`src/rtl/psa_seq_ctrl_if.sv`:
```
// psa_seq_ctrl_if: operand/result handshake bundle between the issue logic, the packed-add sequencer and writeback
interface psa_seq_ctrl_if #(parameter int LANE_W = 4, parameter int LANES = 4);
    localparam int DW = LANE_W * LANES;
    logic             in_valid;
    logic             in_ready;
    logic [DW-1:0]    a;
    logic [DW-1:0]    b;
    logic             sat;
    logic             abort;
    logic             out_valid;
    logic             out_ready;
    logic [DW-1:0]    sum;
    logic [LANES-1:0] lane_ovfl;
    logic             error;
    logic             busy;
    modport master (
        output in_valid, a, b, sat, abort, out_ready,
        input  in_ready, out_valid, sum, lane_ovfl, error, busy
    );
    modport slave (
        input  in_valid, a, b, sat, abort, out_ready,
        output in_ready, out_valid, sum, lane_ovfl, error, busy
    );
endinterface

```
`src/rtl/psa_seq_ctrl.sv`:
```
// psa_seq_ctrl: packed 4x4-bit add sequencer; one shared lane adder walks lanes 0..LANES-1, one per cycle
module psa_seq_ctrl #(
    parameter int LANE_W = 4,
    parameter int LANES  = 4
) (
    input logic           clk,
    input logic           rst_n,
    psa_seq_ctrl_if.slave bus
);
    localparam int DW = LANE_W * LANES;
    localparam int IW = (LANES > 1) ? $clog2(LANES) : 1;
    localparam int M  = LANE_W - 1;
    typedef enum logic [1:0] {IDLE, RUN, DONE} state_t;
    state_t           state_q;
    logic [DW-1:0]    a_q, b_q, sum_q;
    logic [LANES-1:0] ovfl_q;
    logic [IW-1:0]    idx_q;
    logic             sat_q, in_ready_q, out_valid_q, busy_q;
    logic [LANE_W-1:0] a_l, b_l, s_l, lane_d;
    logic              ovf_d;
    assign a_l = a_q[idx_q*LANE_W +: LANE_W];
    assign b_l = b_q[idx_q*LANE_W +: LANE_W];
    assign s_l = a_l + b_l;
    assign ovf_d = (a_l[M] == b_l[M]) && (s_l[M] != a_l[M]);
    // Saturate toward the sign of the operands: max positive or min negative
    assign lane_d = (ovf_d && sat_q) ? (a_l[M] ? {1'b1, {M{1'b0}}} : {1'b0, {M{1'b1}}}) : s_l;
    always_ff @(posedge clk or negedge rst_n) begin
        if (!rst_n) begin
            state_q     <= IDLE;
            a_q         <= '0;
            b_q         <= '0;
            sat_q       <= 1'b0;
            sum_q       <= '0;
            ovfl_q      <= '0;
            idx_q       <= '0;
            in_ready_q  <= 1'b1;
            out_valid_q <= 1'b0;
            busy_q      <= 1'b0;
        end else if (bus.abort) begin
            state_q     <= IDLE;
            sum_q       <= '0;
            ovfl_q      <= '0;
            idx_q       <= '0;
            in_ready_q  <= 1'b1;
            out_valid_q <= 1'b0;
            busy_q      <= 1'b0;
        end else begin
            case (state_q)
                IDLE: if (bus.in_valid) begin
                    state_q    <= RUN;
                    a_q        <= bus.a;
                    b_q        <= bus.b;
                    sat_q      <= bus.sat;
                    sum_q      <= '0;
                    ovfl_q     <= '0;
                    idx_q      <= '0;
                    in_ready_q <= 1'b0;
                    busy_q     <= 1'b1;
                end
                RUN: begin
                    sum_q[idx_q*LANE_W +: LANE_W] <= lane_d;
                    ovfl_q[idx_q]                 <= ovf_d;
                    idx_q                         <= idx_q + IW'(1);
                    if (idx_q == IW'(LANES - 1)) begin
                        state_q     <= DONE;
                        out_valid_q <= 1'b1;
                    end
                end
                DONE: if (bus.out_ready) begin
                    state_q     <= IDLE;
                    out_valid_q <= 1'b0;
                    in_ready_q  <= 1'b1;
                    busy_q      <= 1'b0;
                end
                default: state_q <= IDLE;
            endcase
        end
    end
    assign bus.in_ready  = in_ready_q;
    assign bus.out_valid = out_valid_q;
    assign bus.busy      = busy_q;
    assign bus.sum       = sum_q;
    assign bus.lane_ovfl = ovfl_q;
    assign bus.error     = |ovfl_q;
endmodule

```
`src/flat_wrapper.sv`:
```
// flat-port wrapper written by rule: the top's interface ports become plain ports
module psa_seq_ctrl_flat 
#(
    parameter int LANE_W = 4,
    parameter int LANES  = 4
)
  (clk, rst_n, bus_in_valid, bus_a, bus_b, bus_sat, bus_abort, bus_out_ready, bus_in_ready, bus_out_valid, bus_sum, bus_lane_ovfl, bus_error, bus_busy);
  psa_seq_ctrl_if #(.LANE_W(LANE_W), .LANES(LANES)) bus_i ();
  input logic clk;
  input logic rst_n;
  input wire logic [$bits(bus_i.in_valid)-1:0] bus_in_valid;
  input wire logic [$bits(bus_i.a)-1:0] bus_a;
  input wire logic [$bits(bus_i.b)-1:0] bus_b;
  input wire logic [$bits(bus_i.sat)-1:0] bus_sat;
  input wire logic [$bits(bus_i.abort)-1:0] bus_abort;
  input wire logic [$bits(bus_i.out_ready)-1:0] bus_out_ready;
  output wire logic [$bits(bus_i.in_ready)-1:0] bus_in_ready;
  output wire logic [$bits(bus_i.out_valid)-1:0] bus_out_valid;
  output wire logic [$bits(bus_i.sum)-1:0] bus_sum;
  output wire logic [$bits(bus_i.lane_ovfl)-1:0] bus_lane_ovfl;
  output wire logic [$bits(bus_i.error)-1:0] bus_error;
  output wire logic [$bits(bus_i.busy)-1:0] bus_busy;
  assign bus_i.in_valid = bus_in_valid;
  assign bus_i.a = bus_a;
  assign bus_i.b = bus_b;
  assign bus_i.sat = bus_sat;
  assign bus_i.abort = bus_abort;
  assign bus_i.out_ready = bus_out_ready;
  assign bus_in_ready = bus_i.in_ready;
  assign bus_out_valid = bus_i.out_valid;
  assign bus_sum = bus_i.sum;
  assign bus_lane_ovfl = bus_i.lane_ovfl;
  assign bus_error = bus_i.error;
  assign bus_busy = bus_i.busy;
  psa_seq_ctrl #(.LANE_W(LANE_W), .LANES(LANES)) u_core (.clk(clk), .rst_n(rst_n), .bus(bus_i));
endmodule
```
`config.mk`:
```
export PLATFORM = sky130hd
export DESIGN_NAME = psa_seq_ctrl_flat
export DESIGN_NICKNAME = d
export VERILOG_FILES = /design/src/rtl/psa_seq_ctrl_if.sv /design/src/rtl/psa_seq_ctrl.sv /design/src/flat_wrapper.sv
export SDC_FILE = /design/constraint.sdc
export NUM_CORES = 1
export LEC_CHECK = 0
export CORE_UTILIZATION = 46
export CTS_CLUSTER_DIAMETER = 100
export DETAILED_ROUTE_END_ITERATION = 6
export PLACE_DENSITY = 0.83
export RECOVER_POWER = 100
export SYNTH_ARGS = -nofsm -noshare
export SYNTH_HDL_FRONTEND = slang
export SYNTH_SLANG_ARGS = --single-unit
export TNS_END_PERCENT = 30
```
`constraint.sdc`:
```
create_clock -name clk -period 2.6 [get_ports clk]
set_input_delay 0.52 -clock clk [delete_from_list [all_inputs] [get_ports clk]]
set_output_delay 0.52 -clock clk [all_outputs]
set_load 0.02 [all_outputs]
```
==> results.yml <==
place:
  io_buffers: 61
  gp_congestion: 0.755
  dp.cells: 364
  post-place-ws_ns: -0.0359
  dp_hpwl_um: 4470
timing:
  maxSlewHeadroom: -0.0290
  post-route-min-period_ns: 2.44
  period_share: 0.937
  skew_ns: 0.00593
  hold_viol: 0
  final-setup-viol-count: 0
  setup_slack_ns: 0.163
  drv_slew: 31
  worstMarginPinSlew_ns: 1.54
  whs_ns: 0.482
  rsz0062_at_grt: "false"
  fmax_mhz: 410
synthesis:
  synth-async-reset-ratio: 1.00
  avgSynthCellArea_um2: 12.5
  synth_most_common_cell: "dfrtp_1"
  synth_top_area_frac: 0.511
  synth_xor_area_frac: 0.00303
  syn-num-nets: 278
  ys.flop_type: "dfrtp_1"
  synth_mux_area_frac: 0.204
  yosysTopAreaCell: "dfrtp_1"
  seq_area_frac_synth: 0.520
  synth-seq-cells: 60
  synth_fa_ha_area_frac: 0.0372
  synth_warnings: 0
  synth_compound_area_frac: 0.111
  synth_area_leaders: "dfrtp_1, mux2_2, mux4_2"
  synth_cell_types: 45
  synthTopCellsByCount: "dfrtp_1, mux2_2, nand2_1"
  synth-edff-count: 0
  synth_area_um2: 2890
  synth_cells: 232
  synth_top_family_by_area: "multiplexers"
  synth-simple-area-share: 0.101
setup_path:
  end_kind: "register"
  rr_worst_depth: 8
  crit_arrival_ns: 2.72
  slowest_delay_ns: 0.51
  cp_cell_sequence: "buf_4 -> mux4_2 -> ha_1 -> a21oi_1 -> nand2_1 -> mux2_4 -> nor2_4 -> a22o_1"
  crit_end: "u_core.bus.lane_ovfl[1]"
  r2r-end: "u_core.bus.lane_ovfl[1]"
  path_delay_family: "multiplexers"
  path_class: "register to register"
  r2r_slack_ns: 0.16
  critPathLaunch: "u_core.idx_q[0]"
  path_buf_inv: 1
  crit_path_max_fanout: 8
  cp_data_required_time_ns: 2.88
  slowest_stage: "mux4_2"
  path_depth: 8
  cp-start-kind: "register"
  r2r-start: "u_core.idx_q[0]"
layout:
  antenna_cells: 0
  syn2layout_area_growth_pct: 33.3
  postLayoutCoreUtil: 0.643
  instances_no_fill: 382
  drive_gt1_frac: 0.231
  layout.nets: 348
  fill_cells: 452
grt:
  overflow: 0
  grt_use_met3: 0.0438
  grt_max_degree: 35
  top_usage_layer: "met2"
  grt_pass1_wl_um: 9940
  antenna_found_initial: 0
  use_met2: 0.345
  use_met1: 0.257
  grt_pass1_vias: 2064
  grt.total_usage: 0.209
die:
  start_util: 0.482
  core_um2: 5990
  rows: 28
  fp.dieW_um: 81.3
  dieArea_um2: 6600
  io_pins: 62
  die_height_um: 81.3
clock_network:
  path_clk_slew_ns: 0.07
  holdBufCountCts: 0
  clk_latency_ns: 0.34
  clock_path_buffers: 2
  cts_tree: "built"
  cts_num_sinks: 60
  htreeDepth: 3
  cts_buffers: 9
  cts_root_buf: "clkbuf_8"
detailed_routing:
  vias: 2117
  vias_per_cell: 5.54
  avgRoutedWirePerCell_um: 15.7
  firstDrtPassIters: 4
  drtAntennaViolNets: 0
  first_iter_violations: 85
  wl_um: 6010
  drc: 0
pwr:
  peakVddDrop_mv: 0.399
  power_density_nw_per_um2: 776
  cellLeakagePower_nw: 1.68
min_path:
  hp-class: "register to register"
  hold_depth: 2
outcome:
  violations: "capacitance limit, slew limit"
  outcome: "finished with violations"
job:
  drv_cap: 1
==> flip-flops by register name (all words and copies together), names as in the netlist <==
signal,flops
u_core.bus.in_ready,1
u_core.a_q,16
u_core.bus.sum,16
u_core.b_q,16
u_core.bus.lane_ovfl,4
u_core.sat_q,1
u_core.idx_q,2
u_core.state_q,2
u_core.bus.busy,1
u_core.bus.out_valid,1
==> kinds of logic after synthesis <==
| kind of cell | after synthesis |
|---|---|
| fa+ha+maj | 8 |
| flops | 60 |
| simple gates | 54 |
| buf+inv | 16 |
| xor+xnor | 1 |
| compound gates | 49 |
| mux | 44 |
==> through the flow <==
stage | TNS, ns | area, um2 | power (W)
floorplan | 0 | 2890 | 0.00170
global placement | 0 | 3620 | 0.00193
detailed placement | -0.0669 | 3620 | 0.00197
CTS | 0 | 3860 | 0.00300
global route | 0 | 3850 | 0.00314
finish | 0 | 3850 | 0.00299
==> routing by layer <==
layer / vias to the layer above / part of all wire
met5: - / 0
met4: 0 / 0.021
met3: 12 / 0.046
met2: 68 / 0.50
met1: 1049 / 0.43
li1: 988 / -
==> worst register-to-register path, stage by stage, from the launching register on <==
cell and delay (ns):
dfrtp_2 0.48, buf_4 0.15, mux4_2 0.51, ha_1 0.22
a21oi_1 0.20, nand2_1 0.17, mux2_4 0.34, nor2_4 0.14
a22o_1 0.15
==> cell type report <==
class / instances / area, um2 / area share
inverters: 6 / 22.5 / 0.00584
flip-flops and latches: 60 / 1500 / 0.390
clock inverters: 7 / 115 / 0.0299
multi-input cells: 156 / 1340 / 0.347
well taps: 75 / 93.8 / 0.0244
clock buffers: 9 / 124 / 0.0321
repair buffers: 69 / 656 / 0.170
==> power by group <==
| group | internal [W] | switching (W) |
|---|---|---|
| clock | 0.000632 | 0.000383 |
| sequential | 0.00107 | 0.0000973 |
| combinational | 0.000404 | 0.000405 |
| total | 0.00211 | 0.000885 |
==> how the worst min path moves through the flow <==
| stage | slack, ns | end | start |
|---|---|---|---|
| 2_1_floorplan | 0.22 | u_core.a_q[0] | rst_n |
| 3_3_place_gp | 0.48 | u_core.bus.sum[0] | u_core.bus.sum[0] |
| 3_5_place_dp | 0.47 | u_core.bus.sum[12] | u_core.bus.sum[12] |
| 4_1_cts | 0.23 | u_core.bus.sum[15] | rst_n |
| 5_1_grt | 0.51 | u_core.bus.sum[6] | u_core.bus.sum[6] |
| 6_report | 0.48 | u_core.bus.sum[12] | u_core.bus.sum[12] |
==> layout by cell type, fill, tap and decap left out, types with 3 or more instances in the layout <==
| cell type | netlist | final |
|---|---|---|
| dlygate4sd3_1 | 0 | 25 |
| a21oi_1 | 13 | 13 |
| ha_1 | 7 | 7 |
| o21ai_0 | 13 | 12 |
| mux2_2 | 32 | 32 |
| bufinv_16 | 0 | 3 |
| inv_1 | 6 | 6 |
| nor2_1 | 12 | 12 |
| nand2b_1 | 4 | 4 |
| nor2b_1 | 3 | 3 |
| mux4_2 | 7 | 7 |
| dfrtp_1 | 59 | 58 |
| buf_4 | 0 | 5 |
| a22o_1 | 12 | 12 |
| nand2_1 | 18 | 18 |
| clkbuf_8 | 0 | 9 |
| clkdlybuf4s50_1 | 0 | 35 |
==> timing repair <==
action / CTS / global route
gates resized for setup: 1 / 3
gates cloned: 0 / 0
buffers inserted: 0 / 2
endpoints found under the setup margin: 7 / 13
No activity file was read; power rests on OpenSTA's default activity.
